$ cat src/rtl/serial_adder_if.sv
`default_nettype none
// ============================================================================
//  Module   : serial_adder_if
//  Purpose  : Start/busy/done handshake and operand/result bundle for
//             serial_adder.
//  Revision : 1.0  initial release
// ============================================================================
interface serial_adder_if #(
    parameter int WIDTH = 8
);
    logic             start;
    logic [WIDTH-1:0] a;
    logic [WIDTH-1:0] b;
    logic             cin;
    logic             busy;
    logic             done;
    logic [WIDTH-1:0] sum;
    logic             cout;
    logic             ovf;

    modport master (
        output start, a, b, cin,
        input  busy, done, sum, cout, ovf
    );

    modport slave (
        input  start, a, b, cin,
        output busy, done, sum, cout, ovf
    );
endinterface
`default_nettype wire

$ cat src/rtl/serial_adder.sv
`default_nettype none
// ============================================================================
//  Module   : serial_adder
//  Purpose  : Bit-serial WIDTH-bit adder, one full-adder cell plus carry
//             flop, LSB first, with start/busy/done handshake.
//  Revision : 1.0  initial release
// ============================================================================
module serial_adder #(
    parameter int WIDTH = 8
) (
    input  wire logic     clk,
    input  wire logic     rst_n,
    serial_adder_if.slave bus
);
    localparam int CNT_W = $clog2(WIDTH + 1);

    localparam logic [CNT_W-1:0] c_LAST_BIT = CNT_W'(WIDTH - 1);

    localparam logic [1:0] c_IDLE = 2'd0;
    localparam logic [1:0] c_RUN  = 2'd1;
    localparam logic [1:0] c_DONE = 2'd2;

    logic [1:0]       r_state;
    logic [WIDTH-1:0] r_ra;
    logic [WIDTH-1:0] r_rb;
    logic [WIDTH-1:0] r_ps;
    logic             r_c;
    logic [CNT_W-1:0] r_cnt;
    logic             r_busy;
    logic             r_done;
    logic [WIDTH-1:0] r_sum;
    logic             r_cout;
    logic             r_ovf;

    logic w_s;
    logic w_carry;

    assign w_s     = r_ra[0] ^ r_rb[0] ^ r_c;
    assign w_carry = (r_ra[0] & r_rb[0]) | (r_ra[0] & r_c) | (r_rb[0] & r_c);

    always_ff @(posedge clk or negedge rst_n) begin
        if (!rst_n) begin
            r_state <= c_IDLE;
            r_ra    <= '0;
            r_rb    <= '0;
            r_ps    <= '0;
            r_c     <= 1'b0;
            r_cnt   <= '0;
            r_busy  <= 1'b0;
            r_done  <= 1'b0;
            r_sum   <= '0;
            r_cout  <= 1'b0;
            r_ovf   <= 1'b0;
        end else begin
            case (r_state)
                c_IDLE: begin
                    if (bus.start) begin
                        r_ra    <= bus.a;
                        r_rb    <= bus.b;
                        r_c     <= bus.cin;
                        r_ps    <= '0;
                        r_cnt   <= '0;
                        r_busy  <= 1'b1;
                        r_state <= c_RUN;
                    end
                end
                c_RUN: begin
                    r_c   <= w_carry;
                    r_ps  <= {w_s, r_ps[WIDTH-1:1]};
                    r_ra  <= r_ra >> 1;
                    r_rb  <= r_rb >> 1;
                    r_cnt <= r_cnt + CNT_W'(1);
                    if (r_cnt == c_LAST_BIT) begin
                        // On the MSB step r_c is exactly the carry into the MSB.
                        r_sum   <= {w_s, r_ps[WIDTH-1:1]};
                        r_cout  <= w_carry;
                        r_ovf   <= r_c ^ w_carry;
                        r_busy  <= 1'b0;
                        r_done  <= 1'b1;
                        r_state <= c_DONE;
                    end
                end
                c_DONE: begin
                    r_done  <= 1'b0;
                    r_state <= c_IDLE;
                end
                default: begin
                    r_busy  <= 1'b0;
                    r_done  <= 1'b0;
                    r_state <= c_IDLE;
                end
            endcase
        end
    end

    assign bus.busy = r_busy;
    assign bus.done = r_done;
    assign bus.sum  = r_sum;
    assign bus.cout = r_cout;
    assign bus.ovf  = r_ovf;
endmodule
`default_nettype wire
$ cat src/flat_wrapper.sv
// flat-port wrapper written by rule: the top's interface ports become plain ports
module serial_adder_flat 
#(
    parameter int WIDTH = 8
)
  (clk, rst_n, bus_start, bus_a, bus_b, bus_cin, bus_busy, bus_done, bus_sum, bus_cout, bus_ovf);
  serial_adder_if #(.WIDTH(WIDTH)) bus_i ();
  input  wire logic clk;
  input  wire logic rst_n;
  input wire logic [$bits(bus_i.start)-1:0] bus_start;
  input wire logic [$bits(bus_i.a)-1:0] bus_a;
  input wire logic [$bits(bus_i.b)-1:0] bus_b;
  input wire logic [$bits(bus_i.cin)-1:0] bus_cin;
  output wire logic [$bits(bus_i.busy)-1:0] bus_busy;
  output wire logic [$bits(bus_i.done)-1:0] bus_done;
  output wire logic [$bits(bus_i.sum)-1:0] bus_sum;
  output wire logic [$bits(bus_i.cout)-1:0] bus_cout;
  output wire logic [$bits(bus_i.ovf)-1:0] bus_ovf;
  assign bus_i.start = bus_start;
  assign bus_i.a = bus_a;
  assign bus_i.b = bus_b;
  assign bus_i.cin = bus_cin;
  assign bus_busy = bus_i.busy;
  assign bus_done = bus_i.done;
  assign bus_sum = bus_i.sum;
  assign bus_cout = bus_i.cout;
  assign bus_ovf = bus_i.ovf;
  serial_adder #(.WIDTH(WIDTH)) u_core (.clk(clk), .rst_n(rst_n), .bus(bus_i));
endmodule
$ cat config.mk
export PLATFORM = sky130hd
export DESIGN_NAME = serial_adder_flat
export DESIGN_NICKNAME = d
export VERILOG_FILES = /design/src/rtl/serial_adder_if.sv /design/src/rtl/serial_adder.sv /design/src/flat_wrapper.sv
export SDC_FILE = /design/constraint.sdc
export NUM_CORES = 1
export LEC_CHECK = 0
export BUFFER_PORTS_ARGS = -buffer_cell sky130_fd_sc_hd__buf_2
export CAP_MARGIN = 20
export CORE_MARGIN = 8
export CORE_UTILIZATION = 30
export CTS_CLUSTER_SIZE = 12
export DETAILED_ROUTE_END_ITERATION = 7
export PLACE_DENSITY_LB_ADDON = 0.12
export SETUP_SLACK_MARGIN = 0.5
export SYNTH_ARGS = -nofsm -noshare
export SYNTH_HDL_FRONTEND = slang
export SYNTH_SLANG_ARGS = --single-unit
$ cat constraint.sdc
create_clock -name clk -period 3 [get_ports clk]
set_input_delay 0.6 -clock clk [delete_from_list [all_inputs] [get_ports clk]]
set_output_delay 0.6 -clock clk [all_outputs]
set_load 0.03 [all_outputs]
==> parameters.txt <==
Parameter                              Value

Setup path
  Worst setup SP type ... register
  Endpoint of the most critical register-to-register path ... u_core.bus.sum[4]$_DFFE_PN0P_
  Path depth of the worst reg2reg path ... 4
  Critical Path RT ... 3180 ps
  FF-to-FF setup slack ... 920 ps
  Worst R2R Start ... u_core.r_state[0]$_DFFE_PN0P_
  Crit end category ... register
  Data arrival, critical path ... 2260 ps
  Worst Path Max Fanout ... 21
  CP Class ... register to register

Outcome
  Result of the run ... finished clean

Layout
  Fin area ... 2103 µm²
  Area grow syn2layout ... 16.57%
  Antenna cells ... 0
  Proportion of layout cells with a drive suffix above 1 ... 31.25%
  Util after Layout ... 35.95%
  Number of nets in the layout ... 197

Drt
  Mean number of vias per cell ... 4.960
  Post-Route WL ... 3.777 mm
  Post-route antenna net violation count ... 0
  Detailed-routed wire length on met2 ... 1.819 mm
  Initial DRT Pass Iterations ... 4
  Top Metal Used ... met4
  Total via count after detailed routing ... 1245
  Final routed wire length divided by cell count ... 15.05 µm
  DRC violation count after routing ... 0
  Wire length the detailed router placed on met1 ... 1.574 mm
  Initial detailed-routing violation count ... 49
  Metal3 WL ... 323 µm

Min path
  Path category of the worst min-delay check ... input pin to asynchronous set/reset pin

Placed design
  Total of buffers placed on input and output ports ... 31
  Pre-CTS setup slack ... 781.6 ps
  Placer congestion estimate ... 0.6900
  Standard cell area after detailed placement ... 1986 µm²
  Total half-perimeter wirelength after legalization and detailed placement ... 2.524 mm

Synthesis
  Post-synthesis average cell area ... 12.44 µm²
  Syn nets ... 167
  Synthesized instance count ... 145
  Area of the mapped netlist ... 1804 µm²
  Sequential share of the synthesized area ... 58.25%
  Fraction of post-synthesis cell area in the top cell type by area ... 58.25%
  Seq cells post-synth ... 42
  Count of different cell masters after synthesis ... 31
  Total number of yosys warnings ... 0
  Synth top area cells ... dfrtp_1 58%, mux2_4 7.5%, a22oi_1 6.2%, a22o_1 4.9%, nand2_1 3.7%
  Area leader, netlist ... dfrtp_1

Clocking
  Root buf cell ... clkbuf_8
  Maximum level of the CTS H-tree ... 2
  Total clock sinks ... 42
  Cts hold-fix bufs ... 0
  Skew-Pair Late Insertion Delay ... 290 ps
  Clock slew seen by the registers of the worst setup and hold paths ... 80 ps
  Number of setup buffers added after CTS ... 0
  Largest buffer count on any clock path ... 2
  Clock buffer count from CTS ... 5
  Number of resized instances in the post-cts repair step ... 0
  Clock tree from TritonCTS ... done

Power and ir drop
  Worst IR Drop VDD ... 0.3523 mV
  Leakage component of the power ... 0.9985 nW
  Pwr dens ... 1043 nW/µm²

GRT
  Maximum number of pins on one net before global-route repair ... 43
  Remaining Overflow, GRT ... 0
  Global-route wire length before repair ... 6.775 mm
  Number of antenna violations at the first check in global routing ... 0
  Overall global routing resource usage ... 9.707%
  Number of global-route vias before repair ... 1436

STA
  Final setup violation count ... 0
  Post-Route Setup TNS ... 0 ps
  Headroom to the max-slew limit ... 38.36%
  Setup repair after global routing missed its margin ... false
  Final setup skew ... 6.892 ps
  Worst-margin pin slew ... 924.6 ps
  Worst slack on hold paths ... 446.0 ps
  Period utilisation layout ... 69.27%
  Hold Fails Final Rpt ... 0
  Highest achievable clock rate ... 481.2 MHz
  Final critical-path required period ... 2078 ps
  Least setup slack across all paths after layout ... 922.0 ps
  Final-report max-slew violation count ... 0

Floorplanning
  # rows ... 28
  Die Height ... 93.55 µm
  Starting utilization of the core area ... 30.84%
  Overall die area ... 8752 µm²
  Count of boundary I/O pins ... 32
  Total core area ... 5851 µm²
  Die Span X ... 93.55 µm

Run
  Max-cap violation count ... 0
## cell type report
type | instances | area (µm²)
repair buffers | 33 | 170.2
flip-flops and latches | 42 | 1051
clock buffers | 8 | 110.1
inverters | 4 | 15.01
multi-input cells | 89 | 663.1
well taps | 75 | 93.84
fillers | 591 | 3747
## through the flow
stage                     power, mW  std cells
after floorplan               1.616        145
after global placement        1.781        242
after detailed placement      1.805        242
after CTS                     2.230        250
after global routing          2.379        251
final                         2.193        251
## flip-flops by register name (all words and copies together), names as in the netlist, 2 cells and up
register,cells
u_core.bus.sum,8
u_core.r_ra,8
u_core.r_rb,8
u_core.r_ps,7
u_core.r_cnt,4
u_core.r_state,2
## critical path, cell delays in order, from the launching register on
cell      delay, ps
dfrtp_1         840
nand2b_1        220
nor2_2          300
buf_4           260
mux2_2          340
## placed cells by master, fill, tap and decap left out, types with 3 or more instances in the layout
cell      instances
buf_2            31
inv_1             3
o21ai_1           4
o21ai_0          13
clkbuf_8          8
dfrtp_1          42
a22o_1           10
a22oi_1          15
nand2_1          18
mux2_4            9
## power by group
group	leakage [nW]	switching [mW]	internal (mW)
clock network	0.0575	0.187	0.232
logic	0.395	0.424	0.355
registers	0.546	0.200	0.795
## cell families (layout without fill, tap and decap cells)
| family | count (synthesis) | in the layout | share of synthesized area, % |
|---|---|---|---|
| xor gates and xnor gates | 1 | 1 | 0.4855 |
| AOI/OAI and AO/OA | 50 | 50 | 19.49 |
| and+or+nand+nor | 26 | 26 | 6.866 |
| DFF | 42 | 42 | 58.25 |
| buffers and inverters | 14 | 45 | 4.992 |
| adders and majority gates | 2 | 2 | 1.803 |
| muxes | 10 | 10 | 8.114 |
## synthesized netlist by cell type
cell type / n
nor3b_1: 1
o21ai_0: 13
nand2_1: 18
buf_6: 3
clkbuf_1: 1
nand2b_1: 1
buf_4: 3
a31oi_1: 1
xor2_1: 1
mux2_4: 9
o21bai_4: 1
o21ai_1: 4
inv_2: 1
and2b_1: 1
o21a_1: 1
ha_1: 1
inv_1: 3
fa_1: 1
o2bb2ai_1: 1
o22ai_1: 1
mux2_2: 1
a22oi_1: 15
nand3b_2: 1
nand3_1: 1
a21oi_1: 2
nor2b_1: 2
a22o_1: 10
nor2_2: 1
buf_2: 3
a41oi_1: 1
dfrtp_1: 42
## routing by layer
metal	vias up	GRT usage, %
li1	577	-
met1	635	10.54
met2	28	16.04
met3	5	4.728
met4	0	3.567
met5	-	0
## worst max path at each step
stage | start | to | depth (start not counted)
6_report | u_core.r_state[0]$_DFFE_PN0P_ | u_core.bus.sum[4]$_DFFE_PN0P_ | 4
5_1_grt | u_core.r_state[0]$_DFFE_PN0P_ | u_core.bus.sum[4]$_DFFE_PN0P_ | 4
4_1_cts | u_core.r_state[0]$_DFFE_PN0P_ | u_core.r_rb[7]$_DFFE_PN0P_ | 3
3_5_place_dp | u_core.r_state[0]$_DFFE_PN0P_ | u_core.r_ra[7]$_DFFE_PN0P_ | 3
3_3_place_gp | u_core.r_state[0]$_DFFE_PN0P_ | u_core.r_ra[7]$_DFFE_PN0P_ | 3
2_1_floorplan | u_core.r_c$_DFFE_PN0P_ | u_core.bus.ovf$_DFFE_PN0P_ | 3
Note: power is estimated with default switching activity, not from simulation.
